## src/rtl/axi_w_burst_router.sv

```systemverilog
// axi_w_burst_router
//   W-channel router for one target port of the AXI node. The AW side queues one
//   entry {dest, err, len} per accepted write burst. The head entry becomes the
//   active burst. Its W beats are steered to the one-hot destination initiator
//   port, or they are sunk locally when the burst is a decode error. Each burst's
//   beat count is checked against AWLEN. The next queued burst starts on the same
//   edge that retires the current one, so back-to-back bursts have no bubble.
// Ports
//   clk, rst        clock; synchronous active-high reset
//   push_*          burst entry push (valid/ready, dest, err, len)
//   wvalid_i/wlast_i/wready_o   slave-side W handshake
//   wvalid_o/wlast_o/wready_i   initiator-side W handshake (one valid/ready per port)
//   err_done_o      pulse when the last beat of a sunk burst is accepted
//   len_err_o       pulse when a beat-count / AWLEN mismatch is seen
//   fifo_count_o    queued entries, not counting the active burst
module axi_w_burst_router #(
   parameter int N_INIT_PORT = 4,
   parameter int FIFO_DEPTH  = 8,
   parameter int LEN_W       = 8
) (
   input  logic                             clk,
   input  logic                             rst,
   input  logic                             push_valid_i,
   output logic                             push_ready_o,
   input  logic [N_INIT_PORT-1:0]           push_dest_i,
   input  logic                             push_err_i,
   input  logic [LEN_W-1:0]                 push_len_i,
   input  logic                             wvalid_i,
   input  logic                             wlast_i,
   output logic                             wready_o,
   output logic [N_INIT_PORT-1:0]           wvalid_o,
   output logic                             wlast_o,
   input  logic [N_INIT_PORT-1:0]           wready_i,
   output logic                             err_done_o,
   output logic                             len_err_o,
   output logic [$clog2(FIFO_DEPTH+1)-1:0]  fifo_count_o
);

   localparam int CNT_W = $clog2(FIFO_DEPTH+1);
   localparam int PTR_W = $clog2(FIFO_DEPTH);

   typedef enum logic [1:0] {S_IDLE, S_FWD, S_SINK} state_t;

   // entry storage (data only, no reset needed)
   logic [N_INIT_PORT-1:0] r_mem_dest [FIFO_DEPTH];
   logic                   r_mem_err  [FIFO_DEPTH];
   logic [LEN_W-1:0]       r_mem_len  [FIFO_DEPTH];

   logic [PTR_W-1:0]       r_wr_ptr, r_rd_ptr;
   logic [CNT_W-1:0]       r_count;

   state_t                 r_state, w_state_nxt;
   logic [N_INIT_PORT-1:0] r_act_dest;
   logic [LEN_W-1:0]       r_act_len;
   logic [LEN_W-1:0]       r_cnt;
   logic                   r_over;      // overrun already reported for this burst

   logic w_full, w_fifo_ne, w_push, w_bad_dest;
   logic w_accept, w_end, w_load, w_overrun;

   assign w_full    = (r_count == CNT_W'(FIFO_DEPTH));
   assign w_fifo_ne = (r_count != '0);
   assign w_push    = push_valid_i & ~w_full;   // full refuses even if a pop happens this cycle
   // zero or multi-hot destination cannot be routed: treat as decode error
   assign w_bad_dest = (push_dest_i == '0) ||
                       ((push_dest_i & (push_dest_i - N_INIT_PORT'(1))) != '0);

   always_comb begin
      w_state_nxt = r_state;
      wready_o    = 1'b0;
      wvalid_o    = '0;
      wlast_o     = 1'b0;
      case (r_state)
         S_FWD: begin
            // ready reflects only the selected port, independent of wvalid_i
            wready_o = |(wready_i & r_act_dest);
            wvalid_o = {N_INIT_PORT{wvalid_i}} & r_act_dest;
            wlast_o  = wlast_i;
         end
         S_SINK: wready_o = 1'b1;
         default: ;
      endcase
      w_accept = wvalid_i & wready_o;           // wready_o is 0 in IDLE
      w_end    = w_accept & wlast_i;
      // load from IDLE (one bubble) or straight off a burst end (no bubble)
      w_load   = ((r_state == S_IDLE) || w_end) && w_fifo_ne;
      if (w_load)
         w_state_nxt = r_mem_err[r_rd_ptr] ? S_SINK : S_FWD;
      else if (w_end)
         w_state_nxt = S_IDLE;
      w_overrun  = w_accept & ~wlast_i & (r_cnt == r_act_len) & ~r_over;
      len_err_o  = (w_end && (r_cnt != r_act_len)) || w_overrun;
      err_done_o = w_end && (r_state == S_SINK);
   end

   assign push_ready_o = ~w_full;
   assign fifo_count_o = r_count;

   always_ff @(posedge clk) begin
      if (w_push) begin
         r_mem_dest[r_wr_ptr] <= push_dest_i;
         r_mem_err[r_wr_ptr]  <= push_err_i | w_bad_dest;
         r_mem_len[r_wr_ptr]  <= push_len_i;
      end
   end

   always_ff @(posedge clk) begin
      if (rst) begin
         r_wr_ptr   <= '0;
         r_rd_ptr   <= '0;
         r_count    <= '0;
         r_state    <= S_IDLE;
         r_act_dest <= '0;
         r_act_len  <= '0;
         r_cnt      <= '0;
         r_over     <= 1'b0;
      end else begin
         r_state <= w_state_nxt;
         if (w_push) r_wr_ptr <= r_wr_ptr + PTR_W'(1);
         if (w_load) r_rd_ptr <= r_rd_ptr + PTR_W'(1);
         case ({w_push, w_load})
            2'b10:   r_count <= r_count + CNT_W'(1);
            2'b01:   r_count <= r_count - CNT_W'(1);
            default: ;
         endcase
         if (w_load) begin
            r_act_dest <= r_mem_dest[r_rd_ptr];
            r_act_len  <= r_mem_len[r_rd_ptr];
            r_cnt      <= '0;
            r_over     <= 1'b0;
         end else if (w_end) begin
            r_cnt      <= '0;
            r_over     <= 1'b0;
         end else if (w_accept) begin
            if (r_cnt != '1) r_cnt <= r_cnt + LEN_W'(1);   // saturate
            if (w_overrun)   r_over <= 1'b1;
         end
      end
   end

endmodule

```

## config.mk

```make
export PLATFORM = sky130hd
export DESIGN_NAME = axi_w_burst_router
export DESIGN_NICKNAME = d
export VERILOG_FILES = /design/src/rtl/axi_w_burst_router.sv
export SDC_FILE = /design/constraint.sdc
export NUM_CORES = 1
export LEC_CHECK = 0
export CAP_MARGIN = 15
export CORE_UTILIZATION = 59
export DETAILED_ROUTE_END_ITERATION = 8
export PLACE_DENSITY_LB_ADDON = 0.15
export SETUP_SLACK_MARGIN = 0.2
export SLEW_MARGIN = 20
export SYNTH_ARGS = -nofsm -noshare
export SYNTH_HDL_FRONTEND = slang
export SYNTH_SLANG_ARGS = --single-unit
```

## constraint.sdc

```tcl
create_clock -name clk -period 3.55 [get_ports clk]
set_input_delay 0.71 -clock clk [delete_from_list [all_inputs] [get_ports clk]]
set_output_delay 0.71 -clock clk [all_outputs]
set_load 0.02 [all_outputs]
```

After elaboration in Yosys (flattened, before gate mapping)

Memory sizes are Yosys's and may differ from the RTL's. A register that Yosys moved wholly into a read port is not among the register bits.
Index checks and enable logic that the tools add are counted.

Bits in registers: 21
RAM bits: 104
Output and inout bits: 13
Memories: 3

Add/subtract/negate cells: 6
Equality and inequality tests: 8
Mux-type cells: 11
Bitwise logic cells: 13
Reductions and logical operators: 16

Memories:

| memory     | depth | bits a word | read ports | clocked after memory_dff | write ports | line | RTL |
|---|---|---|---|---|---|---|---|
| r_mem_len  | 8     | 8           | 1          | 1                        | 1           | 47   | `logic [LEN_W-1:0] r_mem_len [FIFO_DEPTH];` |
| r_mem_dest | 8     | 4           | 1          | 1                        | 1           | 45   | `logic [N_INIT_PORT-1:0] r_mem_dest [FIFO_DEPTH];` |
| r_mem_err  | 8     | 1           | 1          | 1                        | 1           | 46   | `logic r_mem_err [FIFO_DEPTH];` |

Operator list:

| kind                                                | count |
|---|---|
| bitwise AND 4 bit                                   | 3 |
| adder 8 x 1 -> 8 bit, second input constant         | 1 |
| equality test 8 bit                                 | 1 |
| != test 8 bit                                       | 1 |
| != test 8 bit, second input constant                | 1 |
| one-hot mux 4 bit (2 select lines)                  | 1 |
| nonzero test 4 bit                                  | 2 |
| subtractor 4 x 1 -> 4 bit, second input constant    | 2 |
| adder 3 x 1 -> 3 bit, second input constant         | 2 |
| bitwise AND 1 bit                                   | 6 |
| 2-to-1 mux 2 bit                                    | 3 |
| 2-to-1 mux 3 bit                                    | 2 |
| adder 4 x 1 -> 4 bit, second input constant         | 1 |
| equality test 2 x 1 -> 1 bit, second input constant | 2 |
| equality test 2 bit, second input constant          | 2 |
| equality test 4 bit, second input constant          | 1 |
| logical NOT 4 bit                                   | 1 |
| 2-to-1 mux 4 bit                                    | 1 |
| AND reduction 2 bit                                 | 2 |
| nonzero test 2 bit                                  | 2 |
| OR reduction 4 bit                                  | 1 |
| logical AND 1 bit                                   | 3 |
| logical OR 1 bit                                    | 3 |
| 2-to-1 mux 1 bit                                    | 3 |
| 5 further kinds                                     | 7 |

Depth between registers and ports, before layout

Gate-level depths: netlist (run 1).

Depth in word-level cells: 9
Mapped depth: 14
Depth with buffers taken out: 13

Worst setup path before layout (run 1)

OpenSTA, ideal clock, no wires.

Kind: register to register
From: reg r_state[0]
To: reg r_count[2] (netlist: fifo_count_o[2])
Data arrival time: 2873 ps
Required time: 3480 ps
Setup slack: 607 ps
Cell stages (with the launch flop): 15
Clock period less this slack: 2943 ps
Cell sequence: dfxtp_1 inv_1 ha_1 and3_1 and2_2 o31ai_4 inv_1 buf_2 ha_1 xor2_1 ha_1 a21oi_1 xor2_1 or3_1 a21oi_1

Longest elaborated chain between the ends: 8

Ends and longest elaborated chain:

| element                                                                  | line | RTL |
|---|---|---|
| start: declaration                                                       | 52   | `state_t r_state, w_state_nxt;` |
| start signal: assignment                                                 | 118  | `r_state <= w_state_nxt;` |
| equality test 2 bit or equality test 2 x 1 -> 1 bit (tied branches)      | 73   | `case (r_state)` |
| one-hot mux 1 bit (2 select lines)                                       | 73   |  |
| bitwise AND 1 bit                                                        | 83   | `w_accept = wvalid_i & wready_o;` |
| bitwise AND 1 bit                                                        | 84   | `w_end = w_accept & wlast_i;` |
| logical OR 1 bit *                                                       | 86   | `w_load = ((r_state == S_IDLE) \|\| w_end) && w_fifo_ne;` |
| logical AND 1 bit *                                                      | 86   |  |
| net w_load                                                               | 59   | `logic w_accept, w_end, w_load, w_overrun;` |
| equality test 2 x 1 -> 1 bit or equality test 2 bit (tied branches)      | 121  | `case ({w_push, w_load})` |
| one-hot mux 4 bit (2 select lines) or nonzero test 2 bit (tied branches) | -    |  |
| end signal: assignment                                                   | 122  | `2'b10: r_count <= r_count + CNT_W'(1);` |
| end signal: assignment                                                   | 123  | `2'b01: r_count <= r_count - CNT_W'(1);` |
| end: declaration                                                         | 50   | `logic [CNT_W-1:0] r_count;` |

Mark *: on every way through the listed nets, which the timed path passes. The rest lies on a longest branch.
A chain may end at the register's enable or synchronous reset.

Worst setup path after layout (run 1)

From: reg r_state[1]
To: out err_done_o

Longest elaborated chain between the ends: 5

Ends and longest elaborated chain:

| element                                                             | line   | RTL |
|---|---|---|
| equality test 2 bit or equality test 2 x 1 -> 1 bit (tied branches) | 73, 93 |  |
| one-hot mux 1 bit (2 select lines)                                  | 73     |  |
| bitwise AND 1 bit                                                   | 83     |  |
| bitwise AND 1 bit                                                   | 84     |  |
| logical AND 1 bit *                                                 | 93     | `err_done_o = w_end && (r_state == S_SINK);` |
| end: declaration                                                    | 34     | `output logic err_done_o,` |

Every way passes the cells marked *; elsewhere a longest branch is shown, timed or not.

==> results of run 1 <==
[layout make-up]
cell class / count / area [um2]
tap: 129 / 161
inverter: 4 / 15.0
timing repair buffer: 47 / 453
clock inverter: 14 / 143
fill: 575 / 2480
multi-input combinational: 217 / 1900
sequential: 140 / 3840
clock buffer: 18 / 418
[routing by layer]
metal | vias up | wire (um) | GRT usage
li1 | 1554 | - | -
met3 | 20 | 441 | 0.0676
met2 | 80 | 5200 | 0.375
met5 | - | 0 | 0
met4 | 0 | 183 | 0.0814
met1 | 1644 | 4900 | 0.310
[worst max-delay path, cell delays in order (launching register included)]
cell and delay [ns]:
dfxtp_1 0.36, inv_1 0.07, ha_1 0.33, and3_1 0.22, and2_2 0.21, clkdlybuf4s50_1 0.62
[cell usage in the layout, fill, tap and decap left out, types with 2 or more instances in the layout]
master / synthesis / final
edfxtp_1: 104 / 104
nand2_1: 38 / 38
dfxtp_1: 36 / 36
clkdlybuf4s50_1: 0 / 33
a21oi_1: 24 / 24
mux4_1: 19 / 19
nor2_1: 18 / 18
clkbuf_16: 0 / 16
mux2_2: 12 / 12
buf_4: 0 / 12
xor2_1: 11 / 11
xnor2_1: 9 / 9
ha_1: 9 / 9
nand3_1: 8 / 8
o21ai_0: 8 / 8
and3_1: 7 / 7
mux4_2: 7 / 7
nand2b_1: 6 / 6
nor3_1: 9 / 5
nand4_1: 4 / 4
inv_1: 4 / 4
nor3_2: 0 / 4
or3_1: 4 / 4
inv_6: 0 / 4
clkinv_2: 0 / 3
a22oi_1: 2 / 2
mux2i_1: 2 / 2
a31o_2: 2 / 2
nand3b_1: 2 / 2
nand4b_1: 2 / 2
clkinv_1: 0 / 2
clkinv_4: 0 / 2
bufinv_16: 0 / 2
[through the flow]
| step | util | std cells |
|---|---|---|
| finish | 0.736 | 569 |
| global route | 0.736 | 569 |
| CTS | 0.736 | 569 |
| detailed placement | 0.676 | 537 |
| global placement | 0.676 | 537 |
| floorplan | - | 375 |
[worst paths after layout]
check                           slack [ns]         endpoint
worst max-delay path                  0.51       err_done_o
worst min-delay path                  0.47     r_act_len[2]
worst max register to register        0.70  fifo_count_o[2]
worst min register to register        0.47     r_act_len[2]
[where the power goes]
| group | switching (mW) | internal [mW] | total [mW] |
|---|---|---|---|
| clock network | 0.674 | 1.00 | 1.67 |
| logic | 0.766 | 0.665 | 1.43 |
| registers | 0.157 | 1.94 | 2.10 |
| total | 1.60 | 3.61 | 5.21 |
[state kept, by name (all words and copies together) (netlist names), named ones only]
signal        cells
fifo_count_o      4
r_act_dest        4
r_act_len         8
r_cnt             8
r_mem_dest       32
r_mem_err         8
r_mem_len        64
r_over            1
r_rd_ptr          3
r_state           2
r_wr_ptr          3
[kinds of logic (layout without fill, tap and decap cells)]
group / after synthesis / in the layout / share of synthesized area
adder cells (fa/ha/maj): 9 / 9 / 0.0193
buffers and inverters: 18 / 83 / 0.0187
AND/OR/NAND/NOR: 105 / 105 / 0.0875
multiplexers: 40 / 40 / 0.139
AO/OA/AOI/OAI: 43 / 43 / 0.0449
flip-flops: 140 / 140 / 0.660
XOR/XNOR: 20 / 20 / 0.0301
==> impl_results.md, run 1 <==
- Status: complete, no violations
- Fin. Hold Viols: 0
- CTS Buf Count: 17
- Vias in the first global route: 3234
- Num rows: 35
- R2R depth: 13
- Ys flop type: edfxtp_1
- Via count: 3298
- Total power: ~5.2 mW
- Tot GR Track Use: 0.234
- WHS: 0.467 ns
- Final Setup Violations: 0
- Most instantiated cells after synthesis: edfxtp_1 (104), nand2_1 (38), dfxtp_1 (36)
- GPL Wtd Cong: between 0.8 and 0.9
- Post-synth top area cell: edfxtp_1
- Worst-margin pin slew: a little over 0.7 ns
- Post-detail-place hpwl: 6.64 mm
- Clk_lat worst skew: 0.52 ns
- CTS max path bufs: 2
- Synthesis-to-layout area growth: 19.0%
- First-pass GRT wire length: between 15 and 20 mm
- Max VDD drop: between 0.4 and 0.5 mV
- Yosys reg bits: 140
- Setup bufs post-CTS: 0
- Initial antenna violation count: 0
- Syn. warnings: 0
- Vias per cell: ~5.8
- Core region area: 9420 um2
- Worst EP arrival: 2.33 ns
- Fmax: 0.329 GHz
- Relative slew slack: 0.522
- Drt pass-1 iters: 5
- Worst hold start: r_act_len[2]
- CTS tree: yes
- Yosys top cell area share: 0.536
- Crit share post-route: 0.857
- Share of cells above drive strength 1: 0.164
- Pin count of the biggest net entering global routing: 27
- Final worst slack: 0.507 ns
- Port Buffers: 34
- Starting DRT DRC Count: 162
- Post_cts resized: 0
- Mapped Area: just under 6000 um2
- FFs w/ async S/R, synth: 0
- Remaining DRCs: 0
- Remaining Overflow, GRT: 0
- LEAKAGE: 2.39 nW
- Post-synth EDFFs: 104
- Layout net count: 458
- Pins over their slew limit: 0
- Seq/Total Area, Yosys: 0.660
- FF-to-FF Start: r_state[0]
- Synth top area cells: edfxtp_1 (54%), dfxtp_1 (12%), mux4_1 (8.6%)
- Most frequent cell after synthesis: edfxtp_1
- Hold path depth: 2
- Pwr per Cell Area: 751 nW/um2
- Die area: a little over 10000 um2
- Max cap viols: 0
- Diode count: 0
- Root Buffer: clkbuf_8
- Setup crit start kind: flip-flop
- Syn Nets: 406
- Critical Path End Type: primary output
- Avg WL per Cell: ~19 um
- Finished Cell Area: 6930 um2
- Critical path origin: r_state[1]
- Dpl ws: between 0.2 and 0.25 ns
- Layout Skew: 0.00634 ns
- Setup TNS: 0 ns
- I/O pin count: 35
- Critical Path RT: 2.84 ns
- WS Path Type: reg -> out
- Antenna viol nets, final: 0
- Placement-stage cell area: 6370 um2
- Post-layout min period: 3.04 ns
- Avg Inst Size Synth: 15.5 um2
- Distinct cells, synth: 41
- Clock Sink Count: 140
- Syn Inst Count: 375
- RSZ-0062 raised after global routing: false
- CP max FO: 4
- Die Y: a little over 100 um
- H-Tree Depth: 4
- Reg clk slew, reported paths: 0.06 ns
- Hold_buf cts: 0
- Worst hold path class: reg -> reg
- Initial core utilization: 0.618
- Routed wire length: 10.7 mm
- Die width: slightly above 100 um
(Power assumes the default switching activity.)
==> inputs of run 2 (changes only) <==
Settings changed: REMOVE_ABC_BUFFERS from default to 1, SLEW_MARGIN 20 to 0.
==> run 2 against run 1 <==
Register-to-register slack hardly changed. Die area stayed put. Worst hold slack better by 0.0084 ns. Wire length is 4.0% higher. Highest routed layer unchanged.
==> impl_results.md, run 2 (same netlist as run 1, synthesis figures left out) <==
- Placement-stage cell area: approximately 6400 um2
- Final worst slack: 0.485 ns
- Crit share post-route: 0.863
- R2R Path End: fifo_count_o[2]
- Largest stage delay, worst path: 0.54 ns
- Most used cell along the critical path: clkdlybuf4s50_1
- Net Sw Power: between 1.5 and 2 mW
- Setup TNS: 0 ns
- Synthesis-to-layout area growth: 18.7%
- Initial antenna violation count: 0
- Max layer used: met4
- Critical Path End Type: primary output
- CTS tree: yes
- Max reg flops: 64
- I/O pin count: 35
- Num rows: 35
- Status: complete, no violations
- Met3 wire len: 454 um
- Worst-margin pin slew: 1.10 ns
- Pins over their slew limit: 0
- Die width: between 100 and 150 um
- Fillers: 605
- Cell-internal power: between 3 and 4 mW
- Total power: 5.17 mW
- Most common cell after layout, fill and taps aside: edfxtp_1
- Avg WL per Cell: ~20 um
- CTS Buf Count: 17
- Sequential power share: 0.411
- Die area: slightly above 10000 um2
- Max VDD drop: ~0.75 mV
- Dpl ws: approximately 0.27 ns
- Clock Sink Count: 140
- Layout Skew: ~0.0087 ns
- Remaining Overflow, GRT: 0
- LEAKAGE: about 2.4 nW
- Port Buffers: 34
- Share of cells above drive strength 1: 0.162
- Antenna viol nets, final: 0
- First-pass GRT wire length: 17.5 mm
- H-Tree Depth: 4
- CP max FO: 3
- Routed wire length: 11.1 mm
- Hold_buf cts: 0
- Final Setup Violations: 0
- Die Y: 101 um
- Hold path depth: 2
- Layout net count: 458
- Post-layout min period: 3.07 ns
- Pwr per Cell Area: around 750 nW/um2
- Vias in the first global route: 3235
- Logic gate share of total power: 0.269
- R2R depth: 13
- Drt pass-1 iters: 4
- Met2 WL: ~5.7 mm
- Worst hold start: r_act_len[7]
- Critical Path RT: roughly 2.8 ns
- Clk_lat worst skew: 0.52 ns
- Fmax: 0.326 GHz
- Starting DRT DRC Count: 137
- Initial core utilization: 0.618
- Biggest registers after layout: r_mem_len x64, r_mem_dest x32
- CP Buf/Inv Count: 2
- Finished Core Util: 0.734
- Remaining DRCs: 0
- Most frequent cells in the layout: edfxtp_1 (104), nand2_1 (38), dfxtp_1 (36)
- Post-detail-place hpwl: 6.60 mm
- GPL Wtd Cong: 0.782
- Switching share of power: 0.305
- RSZ-0062 raised after global routing: false
- Worst EP arrival: 2.36 ns
- Core region area: 9420 um2
- Relative slew slack: 0.265
- Diode count: 0
- Root Buffer: clkbuf_8
- Hold EP: r_act_len[7]
- Worst reg-to-reg setup slack: 0.71 ns
- Tot GR Track Use: 0.244
- Reg clk slew, reported paths: 0.06 ns
- Clk pwr share: 0.320
- Setup crit start kind: input port
- Crit-path leading delay family: buffers and inverters
- Worst hold path class: reg -> reg
- Vias per cell: 5.80
- Pin count of the biggest net entering global routing: 27
- Finished Cell Area: 6910 um2
- Largest Register: r_mem_len
- FF-to-FF Start: r_state[0]
- Via count: 3292
- CTS max path bufs: 2
- Crit-path cells: clkdlybuf4s50_1 -> a22oi_1 -> nand2_1 -> a21oi_1 -> nor2b_1 -> clkdlybuf4s50_1
- Slowest CP cell: clkdlybuf4s50_1
- Max cap viols: 0
- WS Path Type: in -> out
- Met1 wire length: 4.75 mm
- Fin. Hold Viols: 0
-- run 2: cell types whose count changed in the layout (fill, tap and decap cells not counted), sizes merged --
cell      previous run  this run
clkinvlp             1         3
clkinv               7         5
clkbuf              18        17
-- run 2: metrics by stage --
step | instances | hold WS (ns)
3_5_place_dp | 537 | 0.464
5_1_grt | 568 | 0.490
4_1_cts | 568 | 0.472
3_3_place_gp | 537 | 0.456
2_1_floorplan | 361 | 0.438
6_report | 568 | 0.475
-- run 2: tightest hold or removal path, delay by kind of cell (launching register included) --
kind | cells | cell delay (ns)
flops | 1 | 0.31
simple gates | 1 | 0.06
compound gates | 1 | 0.05
-- run 2: how the worst max path moves through the flow --
stage	endpoint	depth (start not counted)	startpoint
2_1_floorplan	fifo_count_o[2]	13	r_state[0]
3_3_place_gp	fifo_count_o[2]	12	wvalid_i
3_5_place_dp	fifo_count_o[2]	12	wvalid_i
4_1_cts	len_err_o	6	r_state[0]
5_1_grt	wready_o	6	wready_i[0]
6_report	wready_o	6	wready_i[0]
-- run 2: metal layers --
metal  vias up  GRT usage
met2        83      0.414
met3        15     0.0559
li1       1560          -
met1      1634      0.305
met4         0     0.0992
met5         -          0
-- run 2: power groups by stage --
| stage | Sequential (mW) | Combinational (mW) | Clock (mW) |
|---|---|---|---|
| 2_1_floorplan | 2.14 | 0.940 | 0 |
| 3_3_place_gp | 2.15 | 1.35 | 0 |
| 3_5_place_dp | 2.16 | 1.38 | 0 |
| 4_1_cts | 2.13 | 1.41 | 1.68 |
| 5_1_grt | 2.15 | 1.55 | 1.75 |
| 6_report | 2.13 | 1.39 | 1.65 |
-- run 2: layout make-up --
class | instances | area, um2 | share of cell area
multi-input combinational | 217 | 1900 | 0.274
inverter | 4 | 15.0 | 0.00217
sequential | 140 | 3840 | 0.556
tap | 129 | 161 | 0.0233
clock inverter | 14 | 143 | 0.0206
clock buffer | 17 | 414 | 0.0599
timing repair buffer | 47 | 440 | 0.0637
-- run 2: timing repair --
action,in CTS,in global routing
setup buffers,0,0
setup endpoints to repair,0,1
resized for setup,0,1
